File: src/rtl/wb_write_arbiter_pkg.sv
`default_nettype none
// ============================================================================
// Module  : wb_write_arbiter_pkg
// Purpose : Register-file write-port types shared by regfile, decode and the
//           writeback arbiter.
// Rev     : 1.0  initial release
// ============================================================================
package wb_write_arbiter_pkg;

    localparam int REG_ADDR_W = 5;
    localparam logic [REG_ADDR_W-1:0] REG_ZERO = 5'd0;
    localparam int WB_DATA_W = 32;

    typedef logic [REG_ADDR_W-1:0] reg_addr_t;

    typedef struct packed {
        logic                 live;
        reg_addr_t            addr;
        logic [WB_DATA_W-1:0] data;
    } wb_entry_t;

    // r0 is hardwired to zero, so writes aimed at it never reach the file.
    function automatic logic is_real_reg(input reg_addr_t a);
        return a != REG_ZERO;
    endfunction

endpackage
`default_nettype wire

File: src/rtl/wb_write_arbiter_if.sv
`default_nettype none
// ============================================================================
// Module  : wb_write_arbiter_if
// Purpose : Writeback sources, hazard query and register-file write port.
// Rev     : 1.0  initial release
// ============================================================================
interface wb_write_arbiter_if
    import wb_write_arbiter_pkg::*;
#(
    parameter int bit_size = 32,
    parameter int DEPTH    = 4
);
    logic                      alu_we;
    reg_addr_t                 alu_addr;
    logic [bit_size-1:0]       alu_data;
    logic                      lsu_valid;
    logic                      lsu_ready;
    reg_addr_t                 lsu_addr;
    logic [bit_size-1:0]       lsu_data;
    reg_addr_t                 Read_addr_1;
    reg_addr_t                 Read_addr_2;
    logic                      pend_hit_1;
    logic                      pend_hit_2;
    logic                      RegWrite;
    reg_addr_t                 Write_addr;
    logic [bit_size-1:0]       Write_data;
    logic [$clog2(DEPTH):0]    occupancy;

    modport slave (
        input  alu_we, alu_addr, alu_data,
        input  lsu_valid, lsu_addr, lsu_data,
        input  Read_addr_1, Read_addr_2,
        output lsu_ready, pend_hit_1, pend_hit_2,
        output RegWrite, Write_addr, Write_data, occupancy
    );

    modport master (
        output alu_we, alu_addr, alu_data,
        output lsu_valid, lsu_addr, lsu_data,
        output Read_addr_1, Read_addr_2,
        input  lsu_ready, pend_hit_1, pend_hit_2,
        input  RegWrite, Write_addr, Write_data, occupancy
    );
endinterface
`default_nettype wire

File: src/rtl/wb_write_arbiter_fifo.sv
`default_nettype none
// ============================================================================
// Module  : wb_fifo
// Purpose : In-order load-writeback queue with per-entry live bits, an
//           associative kill port and two associative match ports.
// Rev     : 1.0  initial release
// ============================================================================
module wb_fifo
    import wb_write_arbiter_pkg::*;
#(
    parameter int bit_size = 32,
    parameter int DEPTH    = 4,
    localparam int PTR_W   = $clog2(DEPTH),
    localparam int OCC_W   = PTR_W + 1
) (
    input  wire logic                clk,
    input  wire logic                rst,
    input  wire logic                push,
    input  wire reg_addr_t           push_addr,
    input  wire logic [bit_size-1:0] push_data,
    input  wire logic                pop,
    input  wire logic                kill_en,
    input  wire reg_addr_t           kill_addr,
    input  wire reg_addr_t           match_addr_1,
    input  wire reg_addr_t           match_addr_2,
    output logic                     full,
    output logic                     empty,
    output logic                     head_live,
    output reg_addr_t                head_addr,
    output logic [bit_size-1:0]      head_data,
    output logic [OCC_W-1:0]         occupancy,
    output logic                     hit_1,
    output logic                     hit_2
);
    localparam logic [OCC_W-1:0] OCC_FULL = OCC_W'(DEPTH);

    logic [DEPTH-1:0]    live_q, live_d;
    reg_addr_t           addr_q [DEPTH];
    reg_addr_t           addr_d [DEPTH];
    logic [bit_size-1:0] data_q [DEPTH];
    logic [bit_size-1:0] data_d [DEPTH];
    logic [PTR_W-1:0]    rd_ptr_q, rd_ptr_d;
    logic [PTR_W-1:0]    wr_ptr_q, wr_ptr_d;
    logic [OCC_W-1:0]    occ_q, occ_d;
    logic                push_ok, pop_ok;

    assign full      = (occ_q == OCC_FULL);
    assign empty     = (occ_q == '0);
    assign push_ok   = push && !full;
    assign pop_ok    = pop && !empty;
    assign head_live = live_q[rd_ptr_q];
    assign head_addr = addr_q[rd_ptr_q];
    assign head_data = data_q[rd_ptr_q];
    assign occupancy = occ_q;

    always_comb begin
        live_d   = live_q;
        addr_d   = addr_q;
        data_d   = data_q;
        rd_ptr_d = rd_ptr_q;
        wr_ptr_d = wr_ptr_q;
        occ_d    = occ_q;
        // Free slots are never live, so the kill can sweep every slot.
        if (kill_en) begin
            for (int i = 0; i < DEPTH; i++) begin
                if (addr_q[i] == kill_addr) live_d[i] = 1'b0;
            end
        end
        if (pop_ok) begin
            live_d[rd_ptr_q] = 1'b0;
            rd_ptr_d         = rd_ptr_q + PTR_W'(1);
        end
        // Applied after the kill: a same-cycle beat is younger than the ALU write.
        if (push_ok) begin
            live_d[wr_ptr_q] = 1'b1;
            addr_d[wr_ptr_q] = push_addr;
            data_d[wr_ptr_q] = push_data;
            wr_ptr_d         = wr_ptr_q + PTR_W'(1);
        end
        case ({push_ok, pop_ok})
            2'b10:   occ_d = occ_q + OCC_W'(1);
            2'b01:   occ_d = occ_q - OCC_W'(1);
            default: occ_d = occ_q;
        endcase
    end

    always_comb begin
        hit_1 = 1'b0;
        hit_2 = 1'b0;
        for (int i = 0; i < DEPTH; i++) begin
            if (live_q[i] && addr_q[i] == match_addr_1) hit_1 = 1'b1;
            if (live_q[i] && addr_q[i] == match_addr_2) hit_2 = 1'b1;
        end
    end

    always_ff @(posedge clk or negedge rst) begin
        if (!rst) begin
            live_q   <= '0;
            rd_ptr_q <= '0;
            wr_ptr_q <= '0;
            occ_q    <= '0;
        end else begin
            live_q   <= live_d;
            rd_ptr_q <= rd_ptr_d;
            wr_ptr_q <= wr_ptr_d;
            occ_q    <= occ_d;
        end
    end

    // Payload is only meaningful under a live bit, so it needs no reset.
    always_ff @(posedge clk) begin
        addr_q <= addr_d;
        data_q <= data_d;
    end

endmodule
`default_nettype wire

File: src/rtl/wb_write_arbiter.sv
`default_nettype none
// ============================================================================
// Module  : wb_write_arbiter
// Purpose : Merges ALU and load-unit writebacks onto the single register-file
//           write port and flags pending-write hazards for decode.
// Rev     : 1.0  initial release
// ============================================================================
module wb_write_arbiter
    import wb_write_arbiter_pkg::*;
#(
    parameter int bit_size = 32,
    parameter int DEPTH    = 4
) (
    input  wire logic           clk,
    input  wire logic           rst,
    wb_write_arbiter_if.slave   bus
);
    logic                      alu_eff;
    logic                      lsu_ready;
    logic                      push;
    logic                      pop;
    logic                      full;
    logic                      empty;
    logic                      head_live;
    reg_addr_t                 head_addr;
    logic [bit_size-1:0]       head_data;
    logic [$clog2(DEPTH):0]    occupancy;
    logic                      hit_1;
    logic                      hit_2;

    // Qualifying with rst keeps the port quiet while the queue is held in reset.
    assign alu_eff   = rst && bus.alu_we && is_real_reg(bus.alu_addr);
    assign lsu_ready = rst && !full;
    assign push      = bus.lsu_valid && lsu_ready && is_real_reg(bus.lsu_addr);
    assign pop       = rst && !alu_eff && !empty;

    wb_fifo #(
        .bit_size (bit_size),
        .DEPTH    (DEPTH)
    ) u_fifo (
        .clk          (clk),
        .rst          (rst),
        .push         (push),
        .push_addr    (bus.lsu_addr),
        .push_data    (bus.lsu_data),
        .pop          (pop),
        .kill_en      (alu_eff),
        .kill_addr    (bus.alu_addr),
        .match_addr_1 (bus.Read_addr_1),
        .match_addr_2 (bus.Read_addr_2),
        .full         (full),
        .empty        (empty),
        .head_live    (head_live),
        .head_addr    (head_addr),
        .head_data    (head_data),
        .occupancy    (occupancy),
        .hit_1        (hit_1),
        .hit_2        (hit_2)
    );

    always_comb begin
        bus.RegWrite   = 1'b0;
        bus.Write_addr = REG_ZERO;
        bus.Write_data = '0;
        if (alu_eff) begin
            bus.RegWrite   = 1'b1;
            bus.Write_addr = bus.alu_addr;
            bus.Write_data = bus.alu_data;
        end else if (pop && head_live) begin
            bus.RegWrite   = 1'b1;
            bus.Write_addr = head_addr;
            bus.Write_data = head_data;
        end
    end

    assign bus.lsu_ready  = lsu_ready;
    assign bus.occupancy  = occupancy;
    assign bus.pend_hit_1 = rst && is_real_reg(bus.Read_addr_1) && hit_1;
    assign bus.pend_hit_2 = rst && is_real_reg(bus.Read_addr_2) && hit_2;

endmodule
`default_nettype wire

File: src/flat_wrapper.sv
// flat-port wrapper written by rule: the top's interface ports become plain ports
module wb_write_arbiter_flat import wb_write_arbiter_pkg::*;
#(
    parameter int bit_size = 32,
    parameter int DEPTH    = 4
)
  (clk, rst, bus_alu_we, bus_alu_addr, bus_alu_data, bus_lsu_valid, bus_lsu_addr, bus_lsu_data, bus_Read_addr_1, bus_Read_addr_2, bus_lsu_ready, bus_pend_hit_1, bus_pend_hit_2, bus_RegWrite, bus_Write_addr, bus_Write_data, bus_occupancy);
  wb_write_arbiter_if #(.bit_size(bit_size), .DEPTH(DEPTH)) bus_i ();
  input  wire logic clk;
  input  wire logic rst;
  input wire logic [$bits(bus_i.alu_we)-1:0] bus_alu_we;
  input wire logic [$bits(bus_i.alu_addr)-1:0] bus_alu_addr;
  input wire logic [$bits(bus_i.alu_data)-1:0] bus_alu_data;
  input wire logic [$bits(bus_i.lsu_valid)-1:0] bus_lsu_valid;
  input wire logic [$bits(bus_i.lsu_addr)-1:0] bus_lsu_addr;
  input wire logic [$bits(bus_i.lsu_data)-1:0] bus_lsu_data;
  input wire logic [$bits(bus_i.Read_addr_1)-1:0] bus_Read_addr_1;
  input wire logic [$bits(bus_i.Read_addr_2)-1:0] bus_Read_addr_2;
  output wire logic [$bits(bus_i.lsu_ready)-1:0] bus_lsu_ready;
  output wire logic [$bits(bus_i.pend_hit_1)-1:0] bus_pend_hit_1;
  output wire logic [$bits(bus_i.pend_hit_2)-1:0] bus_pend_hit_2;
  output wire logic [$bits(bus_i.RegWrite)-1:0] bus_RegWrite;
  output wire logic [$bits(bus_i.Write_addr)-1:0] bus_Write_addr;
  output wire logic [$bits(bus_i.Write_data)-1:0] bus_Write_data;
  output wire logic [$bits(bus_i.occupancy)-1:0] bus_occupancy;
  assign bus_i.alu_we = bus_alu_we;
  assign bus_i.alu_addr = bus_alu_addr;
  assign bus_i.alu_data = bus_alu_data;
  assign bus_i.lsu_valid = bus_lsu_valid;
  assign bus_i.lsu_addr = bus_lsu_addr;
  assign bus_i.lsu_data = bus_lsu_data;
  assign bus_i.Read_addr_1 = bus_Read_addr_1;
  assign bus_i.Read_addr_2 = bus_Read_addr_2;
  assign bus_lsu_ready = bus_i.lsu_ready;
  assign bus_pend_hit_1 = bus_i.pend_hit_1;
  assign bus_pend_hit_2 = bus_i.pend_hit_2;
  assign bus_RegWrite = bus_i.RegWrite;
  assign bus_Write_addr = bus_i.Write_addr;
  assign bus_Write_data = bus_i.Write_data;
  assign bus_occupancy = bus_i.occupancy;
  wb_write_arbiter #(.bit_size(bit_size), .DEPTH(DEPTH)) u_core (.clk(clk), .rst(rst), .bus(bus_i));
endmodule
File: config.mk
export PLATFORM = sky130hd
export DESIGN_NAME = wb_write_arbiter_flat
export DESIGN_NICKNAME = d
export VERILOG_FILES = /design/src/rtl/wb_write_arbiter_pkg.sv /design/src/rtl/wb_write_arbiter_if.sv /design/src/rtl/wb_write_arbiter_fifo.sv /design/src/rtl/wb_write_arbiter.sv /design/src/flat_wrapper.sv
export SDC_FILE = /design/constraint.sdc
export NUM_CORES = 1
export LEC_CHECK = 0
export CORE_AREA = 10 10 133 135
export CTS_BUF_LIST = sky130_fd_sc_hd__clkbuf_4 sky130_fd_sc_hd__clkbuf_8
export CTS_CLUSTER_SIZE = 8
export DETAILED_ROUTE_END_ITERATION = 7
export DIE_AREA = 0 0 143 145
export GPL_TIMING_DRIVEN = 0
export PLACE_DENSITY = 0.86
export SLEW_MARGIN = 30
export SYNTH_ARGS = -nofsm -noshare
export SYNTH_HDL_FRONTEND = slang
export SYNTH_SLANG_ARGS = --single-unit
File: constraint.sdc
create_clock -name clk -period 2.8 [get_ports clk]
set_input_delay 0.7 -clock clk [delete_from_list [all_inputs] [get_ports clk]]
set_output_delay 0.7 -clock clk [all_outputs]
set_load 0.1 [all_outputs]
# Yosys cells after proc, flatten, opt, wreduce, memory -nomap -nowiden
# Cells that the tools add are included.
dict set report totals {
  output_inout_bits 44
  ff_bits 159
}
dict set report op_classes {
  n_lt_le_gt_ge 7
  reduce_logical 34
  n_eq_ne 15
  muxes 40
  n_addsub 4
  bitwise_logic 5
}
# cell n
set op_table {}
lappend op_table {{two-way mux 32 bit} 5}
lappend op_table {{bitwise mux 128 bit} 1}
lappend op_table {{binary-select mux 32 bit (select 2 bit)} 1}
lappend op_table {{demux 32 bit (select 2 bit)} 1}
lappend op_table {{== test 5 bit} 12}
lappend op_table {{logical AND 1 bit} 25}
lappend op_table {{two-way mux 5 bit} 5}
lappend op_table {{bitwise mux 20 bit} 1}
lappend op_table {{nonzero test 5 bit} 4}
lappend op_table {{two-way mux 1 bit} 17}
lappend op_table {{two-way mux 4 bit} 3}
lappend op_table {{binary-select mux 5 bit (select 2 bit)} 1}
lappend op_table {{demux 5 bit (select 2 bit)} 1}
lappend op_table {{greater-or-equal comparator 3 bit, second input constant} 2}
lappend op_table {{< comparator 2 x 3 -> 1 bit, second input constant} 2}
lappend op_table {{inverter 2 -> 3 bit} 2}
lappend op_table {{case mux 3 bit (2 select lines)} 1}
lappend op_table {{adder 2 x 1 -> 2 bit, second input constant} 2}
lappend op_table {{bitwise AND 4 bit} 1}
lappend op_table {{demux 1 bit (select 2 bit)} 2}
lappend op_table {{greater-or-equal comparator 2 x 1 -> 1 bit, second input constant} 2}
lappend op_table {{inverter 4 bit} 1}
lappend op_table {{OR 4 bit} 1}
lappend op_table {{adder 3 x 1 -> 3 bit, second input constant} 1}
lappend op_table {{9 further kinds} 11}

# Longest topological paths before layout
# Gate-level depths: netlist of run 1.
dict set report logic_depth {
  ltp_word 9
  mapped_depth 12
}

# Cells and area by module
# From an unflattened synthesis of run 1, not the netlist that was laid out.
dict set report unflattened {
  hier_cells 482
  hier_area_um2 7478.4
}
# mod n_inst cells_per_inst area_each_um2 seq_area_each_um2
set by_module_without_submodules {}
lappend by_module_without_submodules {wb_fifo 1 339 6673.9 4719.5}
lappend by_module_without_submodules {wb_write_arbiter 1 143 804.5 0.0}

# Worst setup path after synthesis of run 1
# Ideal clock, no wire load.
dict set report synth_timing {
  path_type {reg2reg}
  startpoint {register u_core.u_fifo.occ_q[1], in the netlist u_core.u_fifo.occupancy[1]}
  endpoint {register u_core.u_fifo.addr_q[0] (netlist bit), enable pin}
  t_arrival_ps 5143
  stages_incl_launch_ff 5
  period_less_slack_ps 5576
  slack_ps -2776
  t_required_ps 2367
  setup_time_ps 433
  path_cell_list {dfrtp_1 inv_1 a31oi_1 o211ai_2 nor2_1}
}
dict set report synth_via {
  elab_chain_len 6
}
# item line_no
set synth_lines {}
lappend synth_lines {{start: declaration} wb_write_arbiter_fifo.sv:44} ;# logic [OCC_W-1:0] occ_q, occ_d;
lappend synth_lines {{start signal: assignment} wb_write_arbiter_fifo.sv:101} ;# occ_q <= '0;
lappend synth_lines {{start signal: assignment} wb_write_arbiter_fifo.sv:106} ;# occ_q <= occ_d;
lappend synth_lines {{== test 3 bit} wb_write_arbiter_fifo.sv:47} ;# assign full = (occ_q == OCC_FULL);
lappend synth_lines {{zero test 1 bit} wb_write_arbiter.sv:33} ;# assign lsu_ready = rst && !full;
lappend synth_lines {{logical AND 1 bit} wb_write_arbiter.sv:33}
lappend synth_lines {{net bus_lsu_ready} flat_wrapper.sv:19} ;# output wire logic [$bits(bus_i.lsu_ready)-1:0] bus_lsu_ready;
lappend synth_lines {{logical AND 1 bit (2 in a row)} wb_write_arbiter.sv:34} ;# assign push = bus.lsu_valid && lsu_ready && is_real_reg(bus.lsu_addr);
lappend synth_lines {{logical AND 1 bit} wb_write_arbiter_fifo.sv:49} ;# assign push_ok = push && !full;
lappend synth_lines {{end signal: assignment} wb_write_arbiter_fifo.sv:112} ;# addr_q <= addr_d;
lappend synth_lines {{end: declaration} wb_write_arbiter_fifo.sv:38} ;# reg_addr_t addr_q [DEPTH];
# The timed path passes the listed nets, and every way through them passes these cells.
# A chain may end at the register's enable or synchronous reset.

# Worst setup path after layout of run 1
dict set report layout_timing {
  startpoint {input port bus_alu_addr[1]}
  endpoint {output port bus_Write_addr[1]}
}
dict set report layout_via {
  elab_chain_len 8
}
# item line_no
set layout_lines {}
lappend layout_lines {{start: declaration} flat_wrapper.sv:12} ;# input wire logic [$bits(bus_i.alu_addr)-1:0] bus_alu_addr;
lappend layout_lines {{nonzero test 5 bit} wb_write_arbiter_pkg.sv:24} ;# return a != REG_ZERO;
lappend layout_lines {{logical AND 1 bit} wb_write_arbiter.sv:32} ;# assign alu_eff = rst && bus.alu_we && is_real_reg(bus.alu_addr);
lappend layout_lines {{zero test 1 bit} wb_write_arbiter.sv:35} ;# assign pop = rst && !alu_eff && !empty;
lappend layout_lines {{logical AND 1 bit (2 in a row)} wb_write_arbiter.sv:35}
lappend layout_lines {{logical AND 1 bit} wb_write_arbiter.sv:69} ;# end else if (pop && head_live) begin
lappend layout_lines {{two-way mux 5 bit} wb_write_arbiter.sv:69}
lappend layout_lines {{two-way mux 5 bit *} wb_write_arbiter.sv:65} ;# if (alu_eff) begin
lappend layout_lines {{end: declaration} flat_wrapper.sv:23} ;# output wire logic [$bits(bus_i.Write_addr)-1:0] bus_Write_addr;
# Mark *: on every way between the ends. The rest lies on a longest branch, timed or not.

==> summary.md, run 1 <==
| Metric | Value |
|---|---|
| Worst-margin pin slew | 0.990 ns |
| Failing checks | setup timing |
| Req. time, crit path | 2.10 ns |
| Max clock buf depth | 2 |
| RSZ-0062 raised after global routing | yes |
| Area taken by multi-input logic gates | 2770 sq um |
| Largest net degree at the start of global routing | 21 |
| Worst Setup Start Kind | input pin |
| Synthesized area | 7260 sq um |
| HP Class | in2async |
| Routed Wire Length | 19600 um |
| Die X | 143 um |
| Hold Vio Cnt, Final | 0 |
| ANT nets after route | 0 |
| Setup TNS | -10.39 ns |
| Sum of buffers and inverters on the critical path | 4 |
| Core Util, Final | 69.6% |
| CP Cell Sequence | buf_12 > or4_4 > buf_4 > o211a_4 > buf_12 > a32o_4 > buf_12 |
| Reg2reg start | u_core.u_fifo.occupancy[1] |
| Clock skew | 0.0163 ns |
| Initial core utilization | 48.3% |
| Net Count, Synth | 516 |
| Kind of critical path | in2out |
| CP Launch Point | bus_alu_addr[1] |
| FMAX | 323 MHz |
| CP endpoint kind | primary output |
| CTS Sinks | 159 |
| Tmin final | 3.09 ns |
| DIE HEIGHT | 145 um |
| Post-Synthesis Mean Instance Area | 17.4 sq um |
| Levels on crit path | 7 |
| Max_cap viols | 0 |
| Cells after DPL | 728 |
| Inserted Clock Buffers | 17 |
| Area Growth Syn to Fin | 44.2% |
| Via count | 4534 |
| CTS tree | done |
| Synth Instances | 418 |
| Final layout net count | 683 |
| First-pass GRT wire length | 29700 um |
| Core area | 15000 sq um |
| DRT Pass-1 Iters | 5 |
| Pwr/cell area | 882 nW/um^2 |
| H-tree levels | 4 |
| Status | finished, violations left |
| Initial DRC Count | 287 |
| Number of core rows | 45 |
| Initial antenna violation count | 3 |
| Number of fill cells in the layout | 894 |
| DRC | 0 |
| WL/cell | 24.9 um |
| Io pins | 132 |
| Place WS | -2.09 ns |
| Cts hold-fix bufs | 0 |
| Arrival time at the worst endpoint | 2.39 ns |
| Maximum resistive drop on vdd | 689 uV |
| Count of final setup violators | 38 |
| Yosys warning count | 0 |
| Share of cells above drive strength 1 | 40.6% |
| Die Area | 20700 sq um |
| R2R cell count | 11 |
| GPL Wtd Cong | 0.853 |
| Setup ws final | -0.295 ns |
| Via-to-Cell Ratio | 5.75 |
| Number of global-route vias before repair | 4926 |
| Tcrit/Tclk final | 111% |
| Crit-path leading delay family | buffers and inverters |
| Clock Pin Slew Worst Setup and Hold Paths | 0.09 ns |
| PortBufs | 116 |
| Number of synthesized register bits | 159 |
| FF+latch area | 4730 sq um |
| Total GRT Usage | 18.9% |
| Root Buffer | clkbuf_8 |
| Leakage | 3.60 nW |
| Fin. max-slew vios | 0 |
| Clk_lat worst skew | 0.45 ns |
| Cell Count, Final, Fillers Out | 789 |
| Crit-path slowest cell | or4_4 |
| Hpwl dp | 13600 um |
| CP most frequent cell | buf_12 |
| Seq/Total Area, Yosys | 65.0% |
| Slowest stage delay, CP | 0.53 ns |
| Synth cell types | 33 |
| GRT overflow | 0 |
| Slew HR | 33.8% |
| Worst-path maximum fanout | 10 |
==> layout make-up <==
cell class	count	share of cell area, %
Sequential cell	159	45.2
Multi-Input combinational cell	209	26.5
Timing Repair Buffer	148	18.3
Buffer	36	3.74
Tap cell	188	2.25
Clock buffer	17	2.24
Clock inverter	15	1.22
Inverter	14	0.502
Antenna cell	3	0.0717
==> cell usage in the layout (no fill, tap or decap), types with 12 or more instances in the layout <==
cell type / Yosys / layout
inv_1: 14 / 12
a32o_4: 0 / 24
clkdlybuf4s50_1: 0 / 74
mux4_2: 38 / 38
clkbuf_8: 0 / 18
edfxtp_1: 148 / 148
buf_4: 0 / 26
buf_12: 0 / 52
xnor2_1: 19 / 19
xor2_1: 46 / 46
==> worst reg2reg max path: cells and delay by family (launching register included) <==
kind	cells	cell delay, ns
xor+xnor	2	0.30
fa+ha+maj	2	0.34
buf+inv	4	0.50
flops	1	0.49
simple gates	3	0.68
==> path summary, 6_finish.rpt <==
| check | slack [ns] | endpoint |
|---|---|---|
| max | -0.29 | bus_Write_addr[1] |
| min | 0.19 | u_core.u_fifo.occupancy[0] |
| max reg2reg | 0.37 | u_core.u_fifo.occupancy[2] |
| min reg2reg | 0.54 | u_core.u_fifo.occupancy[2] |
| max in group asynchronous | 2.25 | u_core.u_fifo.live_q[2] |
| min in group clk | 0.54 | u_core.u_fifo.occupancy[2] |
==> Yosys cell counts <==
master / instances / area [sq um]
a31o_2: 5 / 43.8
o211a_1: 1 / 10.0
xnor2_1: 19 / 166
clkbuf_1: 23 / 86.3
a31oi_1: 5 / 31.3
a32o_1: 35 / 350
dfrtp_1: 11 / 275
buf_6: 6 / 67.6
nand3_1: 6 / 30.0
xor2_1: 46 / 403
o21ai_1: 1 / 5.00
nand4_1: 4 / 25.0
mux4_2: 38 / 856
and3_1: 3 / 18.8
o211ai_2: 1 / 12.5
mux2_2: 1 / 11.3
inv_1: 14 / 52.6
or4_1: 3 / 22.5
o21ai_0: 3 / 15.0
buf_2: 6 / 30.0
buf_1: 1 / 3.75
nand2_4: 1 / 11.3
mux2i_1: 1 / 10.0
edfxtp_1: 148 / 4440
or4_4: 1 / 11.3
nor2_1: 5 / 18.8
ha_1: 9 / 113
or3_1: 1 / 6.26
fa_1: 1 / 20.0
nor3_1: 4 / 20.0
nand2_1: 5 / 18.8
nor4_1: 8 / 50.1
o21ai_2: 2 / 17.5
==> per-layer routing <==
layer | global-route usage [%] | part of all wire [%] | vias up
met2 | 31.1 | 52 | 196
met3 | 5.83 | 7.6 | 21
li1 | - | - | 2025
met1 | 23.2 | 39 | 2292
met5 | 0 | 0 | -
met4 | 5.42 | 1.3 | 0
==> per-stage QoR <==
stage	hold WS [ns]	cell area (sq um)	power, mW
floorplan	0.404	7690	6.07
global placement	0.506	9090	6.92
detailed placement	0.519	9240	7.08
CTS	0.304	10300	9.15
global route	0.204	10500	9.59
finish	0.194	10500	9.23
==> sequential cells by signal, summed over array words and instances (netlist names) <==
register and flops:
u_core.u_fifo.addr_q 20, u_core.u_fifo.data_q 128, u_core.u_fifo.live_q 4, u_core.u_fifo.occupancy 3, u_core.u_fifo.rd_ptr_q 2, u_core.u_fifo.wr_ptr_q 2
==> cell families (layout without fill, tap and decap cells) <==
kind of cell	count (synthesis)	in the layout	synth area share (%)
AOI/OAI and AO/OA	53	53	6.69
xor gates and xnor gates	65	65	7.84
adders and majority gates	10	10	1.83
buffers and inverters	50	230	3.31
DFF	159	159	65.0
muxes	40	40	12.1
other	0	3	0
and+or+nand+nor	41	41	3.21
==> report_power, final <==
part	total [mW]	internal (mW)	switching, mW	leakage (nW)
sequential	3.15	2.94	0.214	1.47
clock	1.55	0.638	0.908	0.172
combinational	4.53	1.92	2.61	1.96
==> what timing repair did <==
action / CTS / global route
pin swaps: 10 / 11
gates cloned: 3 / 0
resized for setup: 416 / 35
setup buffers: 11 / 14
endpoints found under the setup margin: 185 / 42
(Power assumes the default switching activity.)
==> inputs of run 2 (changes only) <==
--- a/config.mk
+++ b/config.mk
@@ -5,11 +5,11 @@
 export SDC_FILE = /design/constraint.sdc
 export NUM_CORES = 1
 export LEC_CHECK = 0
-export CORE_AREA = 10 10 133 135
+export CORE_AREA = 2 2 125 127
 export CTS_BUF_LIST = sky130_fd_sc_hd__clkbuf_4 sky130_fd_sc_hd__clkbuf_8
 export CTS_CLUSTER_SIZE = 8
 export DETAILED_ROUTE_END_ITERATION = 7
-export DIE_AREA = 0 0 143 145
+export DIE_AREA = 0 0 127 129
 export GPL_TIMING_DRIVEN = 0
 export PLACE_DENSITY = 0.86
 export SLEW_MARGIN = 30
==> summary.md, run 2 (same netlist as run 1, synthesis figures left out) <==
| Metric | Value |
|---|---|
| Status | finished, violations left |
| Failing checks | setup timing |
| Largest register FFs | 128 |
| Worst-path maximum fanout | 7 |
| First-pass GRT wire length | 30000 um |
| Top Registers | u_core.u_fifo.data_q x128, u_core.u_fifo.addr_q x20, u_core.u_fifo.live_q x4 |
| Initial core utilization | 48.5% |
| Io pins | 132 |
| Reg2reg start | u_core.u_fifo.occupancy[0] |
| Clock Pin Slew Worst Setup and Hold Paths | 0.10 ns |
| Number of core rows | 45 |
| Critical R2R Capture | u_core.u_fifo.occupancy[1] |
| HP Class | in2async |
| Setup TNS | -12.58 ns |
| Placed cell area | 9310 sq um |
| DIE HEIGHT | 129 um |
| Core area | 15000 sq um |
| Arrival time at the worst endpoint | 2.46 ns |
| Die X | 127 um |
| Via count | 4773 |
| Number of global-route vias before repair | 5007 |
| Most frequent cells in the layout | 148 x edfxtp_1, 74 x clkdlybuf4s50_1, 46 x buf_12, 46 x xor2_1, 38 x mux4_2 |
| Via-to-Cell Ratio | 6.03 |
| Largest Register | u_core.u_fifo.data_q |
| Largest net degree at the start of global routing | 21 |
| Max_cap viols | 0 |
| Tmin final | 3.16 ns |
| Hpwl dp | 13100 um |
| Worst-margin pin slew | 0.988 ns |
| DRT Pass-1 Iters | 5 |
| Routed Wire Length | 20700 um |
| N_diodes | 0 |
| FMAX | 316 MHz |
| Total GRT Usage | 25.2% |
| Leakage | 3.71 nW |
| Place WS | -2.14 ns |
| Final layout net count | 689 |
| Pwr/cell area | 925 nW/um^2 |
| GRT overflow | 0 |
| DRC | 0 |
| Area Growth Syn to Fin | 46.4% |
| Most common cell after layout, fill and taps aside | edfxtp_1 |
| ANT nets after route | 0 |
| Cell area after layout | 10600 sq um |
| Fin. max-slew vios | 0 |
| Hold Vio Cnt, Final | 0 |
| Clk_lat worst skew | 0.46 ns |
| Maximum resistive drop on vdd | 591 uV |
| R2R cell count | 9 |
| Tcrit/Tclk final | 113% |
| Clock skew | 0.0153 ns |
| Count of final setup violators | 40 |
| H-tree levels | 4 |
| Req. time, crit path | 2.10 ns |
| Share of cells above drive strength 1 | 40.1% |
| Setup ws final | -0.363 ns |
| Max clock buf depth | 2 |
| Flop2flop setup slack | 0.33 ns |
| Initial antenna violation count | 0 |
| WL/cell | 26.1 um |
| GPL Wtd Cong | 0.846 |
| CP endpoint kind | primary output |
| Initial DRC Count | 506 |
| Worst Setup Start Kind | input pin |
| PortBufs | 116 |
| Kind of critical path | in2out |
| Die Area | 16400 sq um |
| RSZ-0062 raised after global routing | yes |
| Inserted Clock Buffers | 17 |
| Slew HR | 34.0% |
| CTS tree | done |
| Hold Worst Slack | 0.202 ns |
| Root Buffer | clkbuf_8 |
| CTS Sinks | 159 |
## run 2: cell types whose count changed in the layout (fill, tap and decap cells not counted), sizes merged
cell | before | now
clkinv | 4 | 1
inv | 20 | 18
clkbuf | 34 | 43
clkinvlp | 5 | 2
diode | 3 | 0
bufinv | 0 | 5
## run 2: worst max-delay path by stage
stage / cells past startpoint / slack (ns) / start / end
final: 9 / -0.36 / bus_alu_addr[2] / bus_Write_addr[4]
after global routing: 9 / -0.39 / bus_alu_addr[2] / bus_Write_addr[4]
after CTS: 8 / -0.30 / bus_alu_addr[2] / bus_Write_data[15]
after detailed placement: 5 / -2.14 / rst / bus_Write_data[5]
after global placement: 5 / -2.06 / rst / bus_Write_data[2]
after floorplan: 8 / -0.38 / bus_alu_addr[2] / bus_Write_addr[3]
## run 2: final cells by class
| type | count | area, sq um |
|---|---|---|
| buffer | 36 | 380 |
| timing repair buffer | 154 | 2030 |
| clock buffer | 20 | 256 |
| tap | 188 | 235 |
| clock inverter | 12 | 205 |
| inverter | 14 | 52.6 |
| multi-input combinational | 209 | 2740 |
| sequential | 159 | 4730 |
| fill | 864 | 4350 |
## run 2: critical path, cell delays in order
cell     delay [ns]
buf_12         0.10
or4_4          0.53
o21ai_2        0.17
and3_4         0.23
buf_12         0.16
buf_8          0.15
nand2_8        0.07
o21ai_4        0.15
buf_12         0.19
## run 2: through the flow
stage	util, %	total power [mW]	instances
after global placement	60.7	6.90	722
final	70.9	9.82	792
after CTS	69.7	9.65	777
after detailed placement	62.2	7.12	730
after global routing	70.9	10.1	792
after floorplan	-	6.07	418
## run 2: repair_timing
item / CTS / global route
buffers inserted: 14 / 14
hold buffers: 0 / 0
pin swaps: 11 / 5
gates cloned: 1 / 1
gates resized for setup: 416 / 17
setup endpoints to repair: 180 / 42
## run 2: layer usage
metal	global-route usage, %	share of wire [%]
met2	42.5	52
met3	5.65	6.8
met4	10.1	3.3
met1	32.1	38
met5	0	0
## run 2: report_power, final
group / internal (mW) / total [mW] / leakage (nW) / switching, mW
combinational: 1.99 / 4.69 / 2.02 / 2.69
sequential: 2.93 / 3.16 / 1.47 / 0.229
clock: 1.10 / 1.97 / 0.229 / 0.873
